==> src/rtl/fib_bcd_converter.sv <==
// Sequential double-dabble binary-to-BCD converter fed by the Fibonacci calculator's level done.
// Optional leading-zero blanking (4'hF) at completion when FIB_BCD_BLANK_EN is defined.
module fib_bcd_converter #(
    parameter int WIDTH  = 16,
    parameter int DIGITS = 5
) (
    input  logic                  clk,
    input  logic                  reset,
    input  logic                  start,
    input  logic [WIDTH-1:0]      bin_in,
    output logic                  busy,
    output logic                  valid,
    output logic [4*DIGITS-1:0]   bcd_out
);

    localparam int BCD_W = 4 * DIGITS;
    localparam int CNT_W = (WIDTH > 1) ? $clog2(WIDTH) : 1;

    typedef enum logic [1:0] {
        IDLE  = 2'd0,
        SHIFT = 2'd1,
        DONE  = 2'd2
    } state_t;

    state_t             state;
    state_t             state_nxt;
    logic [CNT_W-1:0]   cnt;
    logic [WIDTH-1:0]   bin_sr;
    logic [BCD_W-1:0]   bcd_work;
    logic [WIDTH-1:0]   bin_shifted;
    logic [BCD_W-1:0]   bcd_shifted;
    logic [BCD_W-1:0]   bcd_final;
    logic               accept;
    logic               last_shift;

    // Decimal digits needed to hold 2^w - 1.
    function automatic int min_digits(input int w);
        longint unsigned v;
        int              n;
        v = (64'd1 << w) - 64'd1;
        n = 0;
        while (v != 64'd0) begin
            v = v / 64'd10;
            n++;
        end
        return (n == 0) ? 1 : n;
    endfunction

    if (DIGITS < min_digits(WIDTH)) begin : g_digits_check
        $error("fib_bcd_converter: DIGITS too small for WIDTH");
    end

    // Per-nibble add-3 correction, modulo 16, no carry between digits.
    function automatic logic [BCD_W-1:0] add3(input logic [BCD_W-1:0] d);
        logic [BCD_W-1:0] r;
        logic [3:0]       nib;
        r = d;
        for (int i = 0; i < DIGITS; i++) begin
            nib = d[4*i +: 4];
            r[4*i +: 4] = (nib >= 4'd5) ? nib + 4'd3 : nib;
        end
        return r;
    endfunction

`ifdef FIB_BCD_BLANK_EN
    // Replace zeros above the most significant nonzero digit with the blank code.
    function automatic logic [BCD_W-1:0] blank_lead(input logic [BCD_W-1:0] d);
        logic [BCD_W-1:0] r;
        logic             lead;
        r    = d;
        lead = 1'b1;
        for (int i = DIGITS - 1; i > 0; i--) begin
            if (lead && (d[4*i +: 4] == 4'd0)) begin
                r[4*i +: 4] = 4'hF;
            end else begin
                lead = 1'b0;
            end
        end
        return r;
    endfunction
`endif

    always_comb begin
        {bcd_shifted, bin_shifted} = {add3(bcd_work), bin_sr} << 1;
    end

`ifdef FIB_BCD_BLANK_EN
    assign bcd_final = blank_lead(bcd_shifted);
`else
    assign bcd_final = bcd_shifted;
`endif

    assign accept     = (state == IDLE) && start;
    assign last_shift = (state == SHIFT) && (cnt == '0);

    always_ff @(posedge clk) begin
        if (reset) begin
            state <= IDLE;
        end else begin
            state <= state_nxt;
        end
    end

    always_comb begin
        state_nxt = state;
        case (state)
            IDLE:    if (start)       state_nxt = SHIFT;
            SHIFT:   if (cnt == '0)   state_nxt = DONE;
            DONE:    if (!start)      state_nxt = IDLE;
            default:                  state_nxt = IDLE;
        endcase
    end

    always_comb begin
        busy = (state == SHIFT);
    end

    // Control and result registers: cleared by reset.
    always_ff @(posedge clk) begin
        if (reset) begin
            cnt     <= '0;
            valid   <= 1'b0;
            bcd_out <= '0;
        end else begin
            if (accept) begin
                cnt   <= CNT_W'(WIDTH - 1);
                valid <= 1'b0;
            end else if (state == SHIFT) begin
                if (cnt != '0) begin
                    cnt <= cnt - 1'b1;
                end
                if (last_shift) begin
                    valid   <= 1'b1;
                    bcd_out <= bcd_final;
                end
            end
        end
    end

    // Working shift registers: contents are don't-care outside SHIFT.
    always_ff @(posedge clk) begin
        if (accept) begin
            bin_sr   <= bin_in;
            bcd_work <= '0;
        end else if (state == SHIFT) begin
            bin_sr   <= bin_shifted;
            bcd_work <= bcd_shifted;
        end
    end

endmodule

==> config.mk <==
export PLATFORM = sky130hd
export DESIGN_NAME = fib_bcd_converter
export DESIGN_NICKNAME = d
export VERILOG_FILES = /design/src/rtl/fib_bcd_converter.sv
export SDC_FILE = /design/constraint.sdc
export NUM_CORES = 1
export LEC_CHECK = 0
export ABC_AREA = 1
export CAP_MARGIN = 0
export CORE_MARGIN = 2
export CORE_UTILIZATION = 50
export CTS_BUF_LIST = sky130_fd_sc_hd__clkbuf_4
export DETAILED_ROUTE_END_ITERATION = 7
export PLACE_DENSITY = 0.84
export RECOVER_POWER = 100
export SETUP_SLACK_MARGIN = 0.1
export SLEW_MARGIN = 20
export SYNTH_ARGS = -nofsm -noshare
export SYNTH_HDL_FRONTEND = slang
export SYNTH_SLANG_ARGS = --single-unit
==> constraint.sdc <==
create_clock -name clk -period 2.01 [get_ports clk]
set_input_delay 0.201 -clock clk [delete_from_list [all_inputs] [get_ports clk]]
set_output_delay 0.201 -clock clk [all_outputs]
set_load 0.05 [all_outputs]
==> results of run 1 <==
[routing by layer]
metal  track usage [%]  vias to the layer above  routed length (um)
li1                  -                     1310                   -
met1              24.3                     1125                2610
met2              32.7                       65                3030
met3              4.16                       12                 333
met4              11.2                        0                 129
met5                 0                        -                   0
[registers in the layout, summed over array words and instances (netlist names)]
signal / flops
cnt: 4
bin_sr: 16
bcd_work: 20
bcd_out: 20
valid: 1
state: 2
[cells in the mapped netlist (all sizes together)]
cell type,count
o22ai,1
buf,6
nor2,21
clkbuf,5
nand2,128
a21oi,32
or2,1
ha,12
nand4,1
dfxtp,47
o21ai,40
edfxtp,16
inv,45
nand3,24
[final cells by class]
class | count | area share [%]
Tap cell | 72 | 2.60
Clock buffer | 9 | 1.95
Timing Repair Buffer | 46 | 13.0
Multi-Input combinational cell | 260 | 35.4
Clock inverter | 7 | 1.16
Sequential cell | 63 | 41.1
Inverter | 45 | 4.88
[final timing paths]
| path | start | end | slack (ps) | depth (start not counted) |
|---|---|---|---|---|
| hold / removal | start | state[1] | 430 | 3 |
| hold reg to reg | bcd_out[0] | bcd_out[0] | 470 | 2 |
| setup / recovery | bcd_out[16] | bcd_out[16] | 170 | 1 |
| setup reg to reg | state[0] | bcd_out[11] | 290 | 7 |
[power groups by stage]
stage	clock network, mW	logic, mW	registers, mW
after floorplan	0	0.485	1.75
after global placement	0	0.870	1.61
after detailed placement	0	0.895	1.61
after CTS	0.729	0.900	1.58
after global routing	0.778	0.953	1.59
final	0.718	0.860	1.58
[cells by family after synthesis]
family          count (synthesis)  share of synthesized area [%]
compound gates                 73                           12.7
fa+ha+maj                      12                           5.19
buf+inv                        56                           8.04
flops                          63                           49.1
simple gates                  175                           25.0
[stage by stage]
step | hold WS (ps) | area, um^2 | setup slack, ps
finish | 427 | 3460 | 173
detailed placement | 451 | 3380 | 362
global placement | 442 | 3380 | 460
floorplan | 349 | 2890 | 651
global route | 407 | 3460 | 101
CTS | 407 | 3480 | 208
==> flow_summary.yaml, run 1 <==
status:
  status: "complete, no violations"
sta:
  period_share_pct: 91.4
  finalHoldViolCount: 0
  fmaxAchievable_ghz: 0.544
  fin_crit_ps: 1840
  setup_viol: 0
  worst_pin_slew_ps: 613
  fin_tns_setup_ps: 0
  grt_setup_unrepaired: "no"
  slew_viol_final: 0
  finClkSkew_ps: 10.1
  relSlewSlack_pct: 59.1
power:
  swShare_pct: 36.1
  intPower_mw: 2.02
  power.total_mw: 3.15
  leakage_nw: 1.58
  p_sw_mw: 1.14
  p_per_area_nw_per_um2: 911
  clockPowerShare_pct: 22.8
  peakVddDrop_mv: 0.540
  p_comb_share_pct: 27.3
  p_seq_share_pct: 50.0
logic_synthesis:
  netlist.area_leader.share_pct: 32.5
  yosysUniqueCellTypes: 22
  ys_ff_latch: 63
  netlist_area_um2: 2890
  syn_inst: 379
  ys_seq_area_share_pct: 49.1
  avgSynthCellArea_um2: 7.64
  syn-num-nets: 410
  ys_warn_count: 0
  synth_area_leader_cell: "dfxtp_1"
  synthTopCellsByArea: "dfxtp_1 (33%), edfxtp_1 (17%), nand2_1 (16%), a21oi_1 (5.5%), inv_1 (5.3%)"
global_route:
  grt_first_pass_wirelength_mm: 9.85
  grt_start_max_net_pins: 21
  antenna_found_initial: 0
  grt_overflow: 0
  grt_pass1_vias: 2316
  grt_usage_pct: 19.9
worst_setup_path:
  worst_ep_arrival_time_ps: 1640
  worstPathMaxFanout: 2
  slowest_delay_ps: 880
  cp.buffers_inverters: 1
  crit_slowest_cell: "dlygate4sd3_1"
  cp_top_family: "buffers and inverters"
  critPathKind: "register to output port"
  critical_path_required_ps: 1810
  crit_path_start_kind: "register"
  endpoint_kind: "output port"
  crit_chain: "dlygate4sd3_1"
drt:
  drt_iter0_drc: 148
  ant_nets: 0
  wire_per_inst_um: 12.2
  vias: 2512
  avgViaCountPerCell: 5.00
  drt-total-wl_mm: 6.11
  drt-pass1-iter-count: 4
  drc: 0
placed_design:
  dp.cells: 486
  place.gp.congestion: 0.836
  port_buffers: 40
  dp_hpwl_mm: 4.37
floorplan:
  initial_core_util_pct: 52.2
  die_h_um: 80.1
  io_pins: 41
  chipWidth_um: 80.1
  rows: 27
  dieArea_um2: 6410
  core_um2: 5540
cts:
  insertion_delay_ps: 400
  root_buffer: "clkbuf_4"
  cts_buffer_depth: 2
  htreeDepth: 3
  cts_hold_buffers: 0
  cts_resized: 0
  cts-buffers-inserted: 9
  post_cts_buffers: 0
  cts_sinks: 63
  path_clk_slew_ps: 110
  tritoncts: "built"
cells_and_area:
  multi_input_area_um2: 1220
  fillCellCount: 473
  stdcell_count: 502
  regArea_um2: 1420
  final_nets: 456
  drive_above_1_share_pct: 5.35
  antenna_cells: 0
  mostFrequentLayoutCells: "nand2_1 (128), dfxtp_1 (47), inv_1 (43)"
  area_growth_pct: 19.6
  fin_util_pct: 62.5
  mostFrequentLayoutCell: "nand2_1"
min_path:
  hp-class: "primary input to register"
flow_run:
  drv_cap: 0
(Power assumes the default switching activity.)
==> inputs of run 2 (changes only) <==
Settings changed: CAP_MARGIN 0 to unset.
==> results of run 2 <==
Final layout, timing and power as in run 1 (identical DEF).
==> inputs of run 3 (changes only) <==
Settings changed: CORE_MARGIN 2 to 4.
==> flow_summary.yaml, run 3 (synthesis results as in run 1) <==
status:
  status: "complete, no violations"
worst_setup_path:
  worstPathMaxFanout: 2
  cp_top_family: "buffers and inverters"
  endpoint_kind: "output port"
  crit_slowest_cell: "dlygate4sd3_1"
  crit_path_start_kind: "register"
  slowest_delay_ps: 880
  critPathKind: "register to output port"
  cp.buffers_inverters: 1
  critical_path_required_ps: 1810
  worst_ep_arrival_time_ps: 1650
  crit_chain: "dlygate4sd3_1"
placed_design:
  port_buffers: 40
  place.gp.congestion: 0.889
  dp_hpwl_mm: 4.35
  postPlaceCellArea_um2: 3360
floorplan:
  chipWidth_um: 84.1
  dieArea_um2: 7070
  core_um2: 5570
  initial_core_util_pct: 51.9
  io_pins: 41
  rows: 27
  die_h_um: 84.1
sta:
  finalHoldViolCount: 0
  fin_crit_ps: 1850
  grt_setup_unrepaired: "no"
  worst_pin_slew_ps: 643
  period_share_pct: 92.1
  holdWs_ps: 397
  finClkSkew_ps: 9.58
  fin_tns_setup_ps: 0
  slew_viol_final: 0
  setup_viol: 0
  relSlewSlack_pct: 57.1
  fmaxAchievable_ghz: 0.540
power:
  p_per_area_nw_per_um2: 918
  peakVddDrop_mv: 0.477
  leakage_nw: 1.60
  power.total_mw: 3.17
min_path:
  hp-class: "primary input to register"
drt:
  avgViaCountPerCell: 5.05
  vias: 2534
  wire_per_inst_um: 12.5
  drc: 0
  drt-total-wl_mm: 6.26
  drt_iter0_drc: 224
  ant_nets: 0
  drt-pass1-iter-count: 5
cells_and_area:
  antenna_cells: 0
  reg_top3: "bcd_out (20), bcd_work (20), bin_sr (16)"
  fin_util_pct: 61.9
  area_growth_pct: 19.2
  final_nets: 456
  mostFrequentLayoutCells: "nand2_1 (128), dfxtp_1 (47), inv_1 (45)"
  mostFrequentLayoutCell: "nand2_1"
  design_area_um2: 3450
  drive_above_1_share_pct: 5.12
global_route:
  grt_first_pass_wirelength_mm: 10.8
  grt_overflow: 0
  grt_start_max_net_pins: 24
  grt_usage_pct: 19.1
  grt_pass1_vias: 2432
  antenna_found_initial: 0
cts:
  cts_buffer_depth: 2
  cts_sinks: 63
  path_clk_slew_ps: 90
  tritoncts: "built"
  cts-buffers-inserted: 9
  post_cts_buffers: 0
  root_buffer: "clkbuf_4"
  insertion_delay_ps: 410
  cts_hold_buffers: 0
  cts_resized: 0
  htreeDepth: 3
flow_run:
  drv_cap: 0
## run 3: power by group
| group | switching (mW) | leakage [nW] | internal [mW] | total [mW] |
|---|---|---|---|---|
| clock network | 0.431 | 0.0669 | 0.301 | 0.732 |
| logic | 0.588 | 0.987 | 0.268 | 0.856 |
| registers | 0.0834 | 0.542 | 1.50 | 1.58 |
| total | 1.10 | 1.60 | 2.07 | 3.17 |
## run 3: worst paths after layout
kind,from,to,slack [ps],cells after the start
min,start,state[1],400,3
max,bcd_out[16],bcd_out[16],160,1
max reg2reg,state[0],bcd_out[10],340,7
min reg2reg,bcd_out[7],bcd_out[7],460,2
## run 3: final cells by class
class	count	area, um^2
Fill cell	502	2120
Sequential cell	63	1420
Multi-Input combinational cell	260	1220
Timing Repair Buffer	46	434
Inverter	45	169
Clock buffer	13	97.6
Tap cell	72	90.1
Clock inverter	3	12.5
## run 3: tightest hold or removal path: cells and delay by family
family	cells	cell delay, ps
and+or+nand+nor	1	80
buffers and inverters	1	410
AOI/OAI and AO/OA	1	60
## run 3: metal layers
layer | part of all wire, % | track usage [%]
met1 | 43 | 22.5
met3 | 4.3 | 5.03
met2 | 51 | 32.5
met4 | 2.3 | 8.19
met5 | 0 | 0
## run 3: stage by stage
| step | worst slack (ps) | instances |
|---|---|---|
| floorplan | 651 | 379 |
| global placement | 403 | 486 |
| detailed placement | 401 | 486 |
| CTS | 197 | 502 |
| global route | 88.0 | 502 |
| finish | 160 | 502 |
